--- config.mk ---
export PLATFORM = sky130hd
export DESIGN_NAME = idma_legalizer_r_axi_w_obi
export DESIGN_NICKNAME = d
export VERILOG_FILES = /design/src/rtl/idma_legalizer_r_axi_w_obi.sv
export SDC_FILE = /design/constraint.sdc
export NUM_CORES = 1
export LEC_CHECK = 0
export CAP_MARGIN = 20
export CORE_ASPECT_RATIO = 0.5
export CORE_MARGIN = 4
export CORE_UTILIZATION = 57
export CTS_CLUSTER_DIAMETER = 50
export DETAILED_ROUTE_END_ITERATION = 12
export PLACE_DENSITY = 0.83
export SLEW_MARGIN = 20
export SYNTH_ARGS = -nofsm -noshare
export SYNTH_HDL_FRONTEND = slang
export SYNTH_SLANG_ARGS = --single-unit
export TNS_END_PERCENT = 30
--- constraint.sdc ---
create_clock -name clk_i -period 12.4 [get_ports clk_i]
set_input_delay 1.86 -clock clk_i [delete_from_list [all_inputs] [get_ports clk_i]]
set_output_delay 1.86 -clock clk_i [all_outputs]
set_load 0.005 [all_outputs]
--- src/rtl/idma_legalizer_r_axi_w_obi.sv ---
// rtl/idma_legalizer_r_axi_w_obi.sv - splits one 1D transfer into AXI read bursts and OBI word writes
module idma_legalizer_r_axi_w_obi #(
   parameter int DataWidth = 32,
   parameter int AddrWidth = 32,
   parameter int LenWidth  = 32,
   parameter int MaxBeats  = 256,
   parameter int PageSize  = 4096,
   localparam int StrbWidth = DataWidth / 8,
   localparam int OffW      = $clog2(StrbWidth)
) (
   input  logic                 clk_i,
   input  logic                 rst_i,
   input  logic                 req_valid_i,
   output logic                 req_ready_o,
   input  logic [AddrWidth-1:0] req_src_addr_i,
   input  logic [AddrWidth-1:0] req_dst_addr_i,
   input  logic [LenWidth-1:0]  req_length_i,
   output logic                 ar_valid_o,
   input  logic                 ar_ready_i,
   output logic [AddrWidth-1:0] ar_addr_o,
   output logic [7:0]           ar_len_o,
   output logic [2:0]           ar_size_o,
   output logic                 r_dp_valid_o,
   input  logic                 r_dp_ready_i,
   output logic [OffW-1:0]      r_dp_offset_o,
   output logic [OffW-1:0]      r_dp_tailer_o,
   output logic [OffW-1:0]      r_dp_shift_o,
   output logic                 aw_valid_o,
   input  logic                 aw_ready_i,
   output logic [AddrWidth-1:0] aw_addr_o,
   output logic                 w_dp_valid_o,
   input  logic                 w_dp_ready_i,
   output logic [OffW-1:0]      w_dp_offset_o,
   output logic [OffW-1:0]      w_dp_tailer_o,
   output logic [OffW-1:0]      w_dp_shift_o,
   output logic                 busy_o
);
   localparam int RdBound = (PageSize < MaxBeats * StrbWidth) ? PageSize : MaxBeats * StrbWidth;
   localparam int RdOffW  = $clog2(RdBound);
   localparam int LW      = LenWidth + 1;

   typedef enum logic [0:0] {IDLE, BUSY} state_t;
   state_t state;

   logic [AddrWidth-1:0] rd_addr, wr_addr;
   logic [LW-1:0]        rd_rem, wr_rem;
   logic [OffW-1:0]      r_shift, w_shift;

   function automatic logic [LW-1:0] rd_bytes_f(input logic [RdOffW-1:0] lo, input logic [LW-1:0] rem);
      return (rem < (LW'(RdBound) - LW'(lo))) ? rem : (LW'(RdBound) - LW'(lo));
   endfunction

   function automatic logic [LW-1:0] wr_bytes_f(input logic [OffW-1:0] off, input logic [LW-1:0] rem);
      return (rem < (LW'(StrbWidth) - LW'(off))) ? rem : (LW'(StrbWidth) - LW'(off));
   endfunction

   function automatic logic [7:0] ar_len_f(input logic [OffW-1:0] off, input logic [LW-1:0] bytes);
      return 8'(((LW'(off) + bytes + LW'(StrbWidth - 1)) >> OffW) - LW'(1));
   endfunction

   // Invalid bytes after the chunk end within its last bus word.
   function automatic logic [OffW-1:0] tail_f(input logic [OffW-1:0] off, input logic [LW-1:0] bytes);
      return OffW'(LW'(0) - (LW'(off) + bytes));
   endfunction

   logic                 accept, rd_retire, wr_retire;
   logic [LW-1:0]        rd_bytes, wr_bytes, rd_rem_nx, wr_rem_nx, rd_rem_after, wr_rem_after;
   logic [AddrWidth-1:0] rd_addr_nx, wr_addr_nx, rd_ld_addr, wr_ld_addr;
   logic [LW-1:0]        rd_ld_rem, wr_ld_rem, rd_ld_bytes, wr_ld_bytes;
   logic [OffW-1:0]      rd_ld_shift, wr_ld_shift;

   always_comb begin
      accept    = (state == IDLE) && req_valid_i && (req_length_i != '0);
      rd_bytes  = rd_bytes_f(rd_addr[RdOffW-1:0], rd_rem);
      wr_bytes  = wr_bytes_f(wr_addr[OffW-1:0], wr_rem);
      rd_retire = (state == BUSY) && (rd_rem != '0) &&
                  (!ar_valid_o || ar_ready_i) && (!r_dp_valid_o || r_dp_ready_i);
      wr_retire = (state == BUSY) && (wr_rem != '0) &&
                  (!aw_valid_o || aw_ready_i) && (!w_dp_valid_o || w_dp_ready_i);
      rd_addr_nx   = rd_addr + AddrWidth'(rd_bytes);
      wr_addr_nx   = wr_addr + AddrWidth'(wr_bytes);
      rd_rem_nx    = rd_rem - rd_bytes;
      wr_rem_nx    = wr_rem - wr_bytes;
      rd_rem_after = rd_retire ? rd_rem_nx : rd_rem;
      wr_rem_after = wr_retire ? wr_rem_nx : wr_rem;
      // In IDLE the load path sources the request, in BUSY the advanced cursor.
      rd_ld_addr  = (state == IDLE) ? req_src_addr_i : rd_addr_nx;
      wr_ld_addr  = (state == IDLE) ? req_dst_addr_i : wr_addr_nx;
      rd_ld_rem   = (state == IDLE) ? LW'(req_length_i) : rd_rem_nx;
      wr_ld_rem   = (state == IDLE) ? LW'(req_length_i) : wr_rem_nx;
      rd_ld_shift = (state == IDLE) ? req_src_addr_i[OffW-1:0] : r_shift;
      wr_ld_shift = (state == IDLE) ? req_dst_addr_i[OffW-1:0] : w_shift;
      rd_ld_bytes = rd_bytes_f(rd_ld_addr[RdOffW-1:0], rd_ld_rem);
      wr_ld_bytes = wr_bytes_f(wr_ld_addr[OffW-1:0], wr_ld_rem);
   end

   always_ff @(posedge clk_i) begin
      if (rst_i) begin
         state         <= IDLE;
         rd_addr       <= '0;
         wr_addr       <= '0;
         rd_rem        <= '0;
         wr_rem        <= '0;
         r_shift       <= '0;
         w_shift       <= '0;
         ar_valid_o    <= 1'b0;
         r_dp_valid_o  <= 1'b0;
         aw_valid_o    <= 1'b0;
         w_dp_valid_o  <= 1'b0;
         ar_addr_o     <= '0;
         ar_len_o      <= '0;
         r_dp_offset_o <= '0;
         r_dp_tailer_o <= '0;
         r_dp_shift_o  <= '0;
         aw_addr_o     <= '0;
         w_dp_offset_o <= '0;
         w_dp_tailer_o <= '0;
         w_dp_shift_o  <= '0;
      end else begin
         if (accept || rd_retire) begin
            rd_addr       <= rd_ld_addr;
            rd_rem        <= rd_ld_rem;
            r_shift       <= rd_ld_shift;
            ar_valid_o    <= (rd_ld_rem != '0);
            r_dp_valid_o  <= (rd_ld_rem != '0);
            ar_addr_o     <= rd_ld_addr;
            ar_len_o      <= ar_len_f(rd_ld_addr[OffW-1:0], rd_ld_bytes);
            r_dp_offset_o <= rd_ld_addr[OffW-1:0];
            r_dp_tailer_o <= tail_f(rd_ld_addr[OffW-1:0], rd_ld_bytes);
            r_dp_shift_o  <= rd_ld_shift;
         end else if (state == BUSY) begin
            if (ar_ready_i) ar_valid_o <= 1'b0;
            if (r_dp_ready_i) r_dp_valid_o <= 1'b0;
         end

         if (accept || wr_retire) begin
            wr_addr       <= wr_ld_addr;
            wr_rem        <= wr_ld_rem;
            w_shift       <= wr_ld_shift;
            aw_valid_o    <= (wr_ld_rem != '0);
            w_dp_valid_o  <= (wr_ld_rem != '0);
            aw_addr_o     <= {wr_ld_addr[AddrWidth-1:OffW], {OffW{1'b0}}};
            w_dp_offset_o <= wr_ld_addr[OffW-1:0];
            w_dp_tailer_o <= tail_f(wr_ld_addr[OffW-1:0], wr_ld_bytes);
            w_dp_shift_o  <= wr_ld_shift;
         end else if (state == BUSY) begin
            if (aw_ready_i) aw_valid_o <= 1'b0;
            if (w_dp_ready_i) w_dp_valid_o <= 1'b0;
         end

         if (accept) begin
            state <= BUSY;
         end else if ((state == BUSY) && (rd_rem_after == '0) && (wr_rem_after == '0)) begin
            state <= IDLE;
         end
      end
   end

   assign req_ready_o = (state == IDLE);
   assign busy_o      = (state == BUSY);
   assign ar_size_o   = 3'(OffW);

endmodule
# Yosys cells after proc, flatten, opt, wreduce, memory -nomap -nowiden
# Index checks and enable logic that the tools add are counted.
[classes] reduce_logical=40 n_addsub=14 mux=24 order_cmp=4 n_bitwise=1
[ops] operator="33-bit 2-to-1 mux" n=6
[ops] operator="33-bit < comparator" n=4
[ops] operator="33-bit nonzero test" n=4
[ops] operator="33-bit logical NOT" n=2
[ops] operator="33-bit subtractor" n=2
[ops] operator="32-bit adder" n=2
[ops] operator="32-bit 2-to-1 mux" n=2
[ops] operator="32-bit nonzero test" n=1
[ops] operator="11-bit by 10-bit subtractor with 12-bit output (first input constant)" n=2
[ops] operator="1-bit 2-to-1 mux" n=14
[ops] operator="2-bit nonzero test" n=7
[ops] operator="2-bit AND reduction" n=6
[ops] operator="10-bit by 2-bit adder with 10-bit output (second input constant)" n=1
[ops] operator="2-bit by 10-bit adder with 10-bit output" n=1
[ops] operator="1-bit logical AND" n=10
[ops] operator="10-bit 2-to-1 mux" n=1
[ops] operator="3-bit by 2-bit subtractor with 4-bit output (first input constant)" n=2
[ops] operator="8-bit by 1-bit subtractor with 8-bit output (second input constant)" n=1
[ops] operator="1-bit logical OR" n=6
[ops] operator="1-bit logical NOT" n=4
[ops] operator="1-bit by 2-bit subtractor with 2-bit output (first input constant)" n=2
[ops] operator="2-bit adder" n=1
[ops] operator="2-bit 2-to-1 mux" n=1
[ops] operator="1-bit NOT" n=1
[word_totals] wordCells=100 reg_bits=185 out_inout_bits=93

# Depth between registers and ports, before layout
[logic_depth] ltp_word=11 ltp_mapped=52

# Worst setup path before layout
# OpenSTA, ideal clock, no wires.
[synth_path] path_kind="reg2reg" from="register rd_addr[1]" to="register ar_len_o[6]" arrival_ns=8.941 t_required_ns=12.297 path_stages_with_launch=48 setup_ns=0.103 setup_slack_ns=3.355 path_buffers=3 cell_sequence="dfxtp_1 -> inv_1 -> ha_1 -> inv_1 -> ha_1 -> a21boi_0 -> o21ai_0 -> a21boi_0 -> o21ai_0 -> nand2b_1 -> a21oi_1 -> nor2b_1 -> o21ai_0 -> nand2b_1 -> a21oi_1 -> o311a_1 -> buf_1 -> nor2_1 -> (+12 left out) -> o2111ai_1 -> o2111a_1 -> buf_6 -> and3_4 -> buf_12 -> nand2_1 -> o21ai_0 -> ha_1 -> a21oi_1 -> nor2_1 -> xor2_1 -> a31oi_1 -> o21ai_0 -> or2_2 -> or4_1 -> nand3b_1 -> a311oi_1 -> a2111oi_2"
[synth_via] elab_chain_len=11 word_cells_on_any_way=13 cone_classes="7 x add/sub; 2 x order compare; 4 x mux"
[synth_rtl] item="from (decl)" line_no="45" source="logic [AddrWidth-1:0] rd_addr, wr_addr;"
[synth_rtl] item="from (signal assigned)" line_no="121" source="rd_addr <= rd_ld_addr;"
[synth_rtl] item="11-bit by 10-bit subtractor with 12-bit output" line_no="50" source="return (rem < (LW'(RdBound) - LW'(lo))) ? rem : (LW'(RdBound) - LW'(lo));"
[synth_rtl] item="33-bit < comparator" line_no="50"
[synth_rtl] item="33-bit 2-to-1 mux" line_no="50"
[synth_rtl] item="32-bit adder" line_no="80" source="rd_addr_nx = rd_addr + AddrWidth'(rd_bytes);"
[synth_rtl] item="32-bit 2-to-1 mux" line_no="87" source="rd_ld_addr = (state == IDLE) ? req_src_addr_i : rd_addr_nx;"
[synth_rtl] item="11-bit by 10-bit subtractor with 12-bit output" line_no="50"
[synth_rtl] item="33-bit < comparator" line_no="50"
[synth_rtl] item="10-bit 2-to-1 mux" line_no="50"
[synth_rtl] item="2-bit by 10-bit adder with 10-bit output (*)"
[synth_rtl] item="10-bit by 2-bit adder with 10-bit output (*)" line_no="58" source="return 8'(((LW'(off) + bytes + LW'(StrbWidth - 1)) >> OffW) - LW'(1));"
[synth_rtl] item="8-bit by 1-bit subtractor with 8-bit output (*)" line_no="58"
[synth_rtl] item="to (signal assigned)" line_no="127" source="ar_len_o <= ar_len_f(rd_ld_addr[OffW-1:0], rd_ld_bytes);"
[synth_rtl] item="to (decl)" line_no="21" source="output logic [7:0] ar_len_o,"
# Every way passes the cells marked *; elsewhere a longest branch is shown, timed or not.
# A chain may end at the register's enable or synchronous reset.

# Worst setup path in the final report
# Ends and elaborated chain as after synthesis.

==> metrics <==
DRT antenna net count=0; GR peak layer=met2; first-iteration detailed-routing DRC count=around 1800; Synth-to-Final Area Change=19.3%; Max rail drop VDD=about 100 uV; routed wire length=between 40000 and 50000 microns; power per cell area=~150 nW/um^2; crit path launch type=flip-flop; Critical Path AT=roughly 11 ns; initial antenna violation count=0; crit-path max FO=15; Post-CTS Setup Repair Bufs=0; Final Slew Violations=0; Yosys reg bits=roughly 150; post-cts hold buffer count=0; met2 usage=~50%; worst hold path type=flip-flop to flip-flop; DR pass1 iterations=10; Chip Width=about 230 microns; Port Buffers=between 150 and 200; CP top delay family=compound AO/OA/AOI/OAI gates; hold wc startpoint=ar_len_o[2]; sequential area share after synthesis=a little over a fifth; clock root buffer=clkbuf_16; Pint=1.46 mW; share of layout cells above drive strength 1=~4.8%; Sink Count=~150; hold slack final=~0.45 ns; P_sw=1.11 mW; CP Class=flip-flop to flip-flop; gr usage total=31.4%; largest buffer count on any clock path=2; HPWL after DPL=~32000 microns; final RePlAce weighted congestion=around 1; number of placed I/O pins=between 150 and 200; routed via count=15000; leak pwr=6.87 nW; Switching Fraction=a little over two fifths; Place WS=1.88 ns; Worst-Skew Late Latency=0.46 ns; Post-CTS Resized=0; Die Ht=around 120 microns; skew final=roughly 0.010 ns; Post-synth EDFFs=0; total CTS buffers=17; Hold Path Sink=ar_len_o[2]; Initial Utilization=between 50% and 60%; # DRC=0; reg2reg start=rd_addr[1]; final worst slack=around 1.7 ns; vias in the first global route=approximately 14000; Tmin final=between 10 and 15 ns; row cnt=40; ratio of final minimum period to clock period=86.6%; CTS tree=built; ys flop type=dfxtp_1; worst slew pin tran=~1.1 ns; vias per cell=about 6.3; Hold Path Depth=2; Post-synth ARST share=0%; synthesized area=around 14000 sq um; drt wl/cell=between 15 and 20 microns; clock-pin slew on the worst setup and hold paths=approximately 0.060 ns; max_cap viols=0; Clk pwr share=a little over a fifth; r2r endpoint=ar_len_o[6]; r2r worst-path depth=44; power after layout=2.56 mW; M3 GR Usage=8.32%; Global Route met1 Usage=about two fifths; setup TNS=0 ns; CTS H-tree lvls=4; FF-to-FF setup slack=1.67 ns; count of final setup violators=0; slowest CP cell=a2111oi_0; Final Hold Viols=0; largest net degree at the start of global routing=93; first-pass GRT wire length=71100 microns; CP bufs+invs=2; unrepaired setup endpoints after global routing=false; Final nets=between 2000 and 2500; post-synth cell types=between 90 and 100; outcome=complete, no violations; Critical Path Most Common Cell=o21ai_0; Core Region=between 20000 and 25000 sq um; f_max=0.0932 GHz; GRT overflow=0; die area=approximately 27000 sq um; Worst setup EP type=flip-flop; Max transition margin=approximately 28%; Worst Path Required=between 10 and 15 ns; synthesized area per cell=7.47 sq um; power share of the combinational group=a little over half; Syn Inst Count=roughly 1900; share of power burned in registers=between 20 and 25%; Ys Warns=0; largest stage delay on the critical path=0.90 ns; diodes inserted=0
==> area by class of cell <==
| type | count | area (sq um) |
|---|---|---|
| inverter | 73 | 274 |
| clock buffer | 20 | 458 |
| clock inverter | 11 | 124 |
| timing repair buffer | 199 | 1970 |
| sequential | 151 | 3030 |
| tap | 336 | 420 |
| multi-input combinational | 1603 | 10500 |
| fill | 2069 | 7370 |
==> sequential cells by signal (all words and copies together) (netlist names) <==
register / cells
r_dp_tailer_o: 2
w_dp_valid_o: 1
wr_rem: 33
wr_addr: 31
w_shift: 2
rd_addr: 31
busy_o: 1
w_dp_tailer_o: 2
aw_valid_o: 1
r_dp_offset_o: 1
ar_valid_o: 1
r_dp_valid_o: 1
ar_len_o: 8
rd_rem: 33
r_shift: 2
w_dp_offset_o: 1
==> per-stage QoR <==
step	std cells	util, %	cell area [sq um]
6_report	2393	69.5	16800
5_1_grt	2393	69.5	16800
4_1_cts	2393	69.5	16800
3_5_place_dp	2362	67.0	16200
3_3_place_gp	2362	67.0	16200
2_1_floorplan	1937	-	14300
==> worst reg2reg max path: cells and delay by family (launching register included) <==
kind	cells	cell delay, ns
flip-flops	1	0.45
AND/OR/NAND/NOR	14	2.67
buffers and inverters	2	0.17
XOR/XNOR	2	0.35
AO/OA/AOI/OAI	21	5.57
adder cells (fa/ha/maj)	5	1.40
==> cells in the final DEF, fill, tap and decap left out, types with 7 or more instances in the layout <==
cell type | netlist | routed
xnor2_1 | 80 | 80
or3_1 | 21 | 21
buf_4 | 11 | 10
nor4_1 | 34 | 34
nand3b_1 | 7 | 7
a222oi_1 | 20 | 20
mux2_2 | 7 | 7
nand3_1 | 46 | 46
and3_1 | 8 | 8
o31ai_1 | 18 | 18
clkdlybuf4s50_1 | 0 | 189
inv_1 | 73 | 72
nand2_1 | 156 | 154
xor2_1 | 34 | 34
and2_1 | 14 | 12
a31oi_1 | 31 | 31
dfxtp_1 | 151 | 150
a31o_2 | 7 | 7
nand2b_1 | 17 | 17
a211oi_1 | 77 | 77
conb_1 | 2 | 53
o21ai_0 | 70 | 70
o21a_1 | 14 | 14
ha_1 | 109 | 109
a2111oi_0 | 8 | 8
or4_1 | 20 | 20
nand4_1 | 16 | 16
nor2b_1 | 31 | 31
nor3_1 | 67 | 67
mux2i_1 | 38 | 38
a21o_1 | 45 | 45
or2_2 | 12 | 12
a21oi_1 | 162 | 162
clkbuf_16 | 0 | 18
a41oi_1 | 7 | 7
nor2_1 | 251 | 250
==> cells in the mapped netlist, types with 34 or more instances <==
master | n | share of area, %
xor2_1 | 34 | 2.1
a21oi_1 | 162 | 5.8
a211oi_1 | 77 | 4.1
nor3_1 | 67 | 2.4
dfxtp_1 | 151 | 21
ha_1 | 109 | 9.7
clkbuf_1 | 74 | 2.0
a21o_1 | 45 | 2.4
inv_1 | 73 | 1.9
nor4_1 | 34 | 1.5
nand2_1 | 156 | 4.2
nor2_1 | 251 | 6.7
xnor2_1 | 80 | 5.0
nand3_1 | 46 | 1.6
mux2i_1 | 38 | 2.7
o21ai_0 | 70 | 2.5
==> cell families (layout without fill, tap and decap cells) <==
logic type                 Yosys count  in the layout  synth area share [%]
AOI/OAI and AO/OA                  539            539                  26.3
xor gates and xnor gates           114            114                  7.09
adders and majority gates          114            114                  10.4
buffers and inverters              183            303                  5.42
DFF                                151            151                  21.5
muxes                               46             46                  3.36
other                                2             53                0.0533
and+or+nand+nor                    737            737                  25.9
==> how the worst max path moves through the flow <==
stage	cells past startpoint	start	to	slack, ns
after floorplan	47	rd_addr[1]	ar_len_o[6]	3.36
after global placement	44	rd_addr[1]	ar_len_o[6]	2.25
after detailed placement	44	rd_addr[1]	ar_len_o[6]	1.88
after CTS	44	rd_addr[1]	ar_len_o[6]	1.83
after global routing	44	rd_addr[1]	ar_len_o[7]	0.77
final	44	rd_addr[1]	ar_len_o[6]	1.67
==> power groups by stage <==
stage / logic [mW] / clock network (mW) / registers [mW]
2_1_floorplan: 1.01 / 0 / 0.615
3_3_place_gp: 1.34 / 0 / 0.634
3_5_place_dp: 1.36 / 0 / 0.635
4_1_cts: 1.37 / 0.541 / 0.625
5_1_grt: 1.54 / 0.565 / 0.637
6_report: 1.40 / 0.540 / 0.627
==> layer usage <==
layer	vias to the layer above	routed length [microns]
met2	624	19700
li1	7211	-
met3	117	4160
met4	0	1300
met5	-	0
met1	7024	19200
(Power assumes the default switching activity.)
==> RTL edit (config.mk and constraints unchanged) <==
Reset style: asynchronous (`rst_i`), changed in one clocked block.
--- a/src/rtl/idma_legalizer_r_axi_w_obi.sv
+++ b/src/rtl/idma_legalizer_r_axi_w_obi.sv
@@ -94,7 +94,7 @@
       wr_ld_bytes = wr_bytes_f(wr_ld_addr[OffW-1:0], wr_ld_rem);
    end
 
-   always_ff @(posedge clk_i) begin
+   always_ff @(posedge clk_i or posedge rst_i) begin
       if (rst_i) begin
          state         <= IDLE;
          rd_addr       <= '0;
Check against the original RTL: differs if rst_i is asserted again (counterexample within 4 cycles, from zero or initial values and one cycle with rst_i high); with rst_i held inactive, the same outputs for 4 cycles.
==> RTL edit against the original RTL <==
Sequential cell count did not move. Area after synthesis is 0.90% higher. Final area grew 1.3%. Clock skew is 0.0014 ns higher. Setup slack got worse by 0.10 ns. Wire length rose by 1.0%. Critical path type unchanged.
Power is not shown: default switching activity piles up to over one toggle a cycle in this logic, so the estimate is an artifact.
==> RTL edit: results (changes against the original RTL) <==
metric,value,unit,change
syn_area_per_cell,7.66,µm²,+2.5%
grt_pass1_vias,14000,,+1.3%
n_all_buffers,204,,+2.5%
vias,14800,,-1.5%
final-nonclk-buf-share,11.8,%,+0.066 points
crit_path_top_delay_cell,or4_1,,
synthTopCellsByCount,"208 x nand2_1, 192 x nor2_1, 179 x a21oi_1",,
synthAdderAreaFrac,10.3,%,-0.092 points
status,"complete, no violations",,
die_x,231,µm,+0.43%
clock_buffers,21,,+5.0%
wl_met3,3.98,mm,-4.3%
grt_use_met1,44.0,%,+2.2 points
synth_top_cells_by_area,"dfrtp_1 27%, ha_1 9.6%, a21oi_1 6.3%",,
wirelength,44.8,mm,+1.0%
fin_skew,0.0116,ns,+0.00141 ns
synth_cell_type_count,82,,-12%
hpwl,33.3,mm,+2.4%
inv_count,80,,+9.6%
seqCellArea,3780,µm²,+25%
async_reset_ff_share,100,%,+100 points
fill_cells,2056,,-0.63%
synth-xor-area-share,6.90,%,-0.19 points
nets,2247,,-0.66%
critPathArrivalTime,11.15,ns,+0.07 ns
relSlewSlack,39.9,%,+12 points
met2_usage,50.0,%,about the same
synthMuxAreaShare,3.85,%,+0.49 points
multi_input_area_share,58.1,%,-4.5 points
wirelength_met1,19.7,mm,+2.7%
grt_first_pass_wirelength,72.5,mm,+1.9%
wl_per_cell,18.8,µm,+1.6%
dr.pass1.iters,6,,-4
[RTL edit: cell types whose count changed in the layout (fill, tap and decap cells not counted), sizes merged, moves of 11 or more]
cell	change
a211oi	-67
a21o	-28
a21oi	+16
a222oi	-20
a31oi	+12
dfrtp	+151
dfxtp	-151
nand2	+52
nor2	-58
nor3	+11
o21a	+16
o21ai	+49
o22a	+16
o31ai	-11
[RTL edit: cell families (layout without fill, tap and decap cells)]
group | Yosys count | count (layout)
AOI/OAI and AO/OA | 526 | 526
buffers and inverters | 180 | 316
DFF | 151 | 151
muxes | 53 | 53
and+or+nand+nor | 718 | 718
xor gates and xnor gates | 112 | 112
other | 2 | 53
adders and majority gates | 114 | 114
[RTL edit: worst paths after layout]
check / from / end / slack (ns) / cells past startpoint
setup / recovery: r_dp_offset_o[0]$_DFFE_PP0P_ / ar_len_o[7]$_DFFE_PP0P_ / 1.56 / 41
hold / removal: w_dp_tailer_o[0]$_DFFE_PP0P_ / w_dp_tailer_o[0]$_DFFE_PP0P_ / 0.47 / 2
setup reg to reg: r_dp_offset_o[0]$_DFFE_PP0P_ / ar_len_o[7]$_DFFE_PP0P_ / 1.56 / 41
hold reg to reg: w_dp_tailer_o[0]$_DFFE_PP0P_ / w_dp_tailer_o[0]$_DFFE_PP0P_ / 0.47 / 2
max in group asynchronous: rst_i / r_dp_tailer_o[0]$_DFFE_PP0P_ / 8.82 / 4
min in group asynchronous: rst_i / wr_addr[13]$_DFFE_PP0P_ / 1.85 / 2
[RTL edit: critical path, delay by kind of cell (launching register included)]
family                   cells  cell delay (ns)
AND/OR/NAND/NOR             14             3.97
AO/OA/AOI/OAI               16             3.54
adder cells (fa/ha/maj)      6             2.08
flip-flops                   1             0.49
XOR/XNOR                     2             0.33
buffers and inverters        2             0.16
multiplexers                 1             0.13
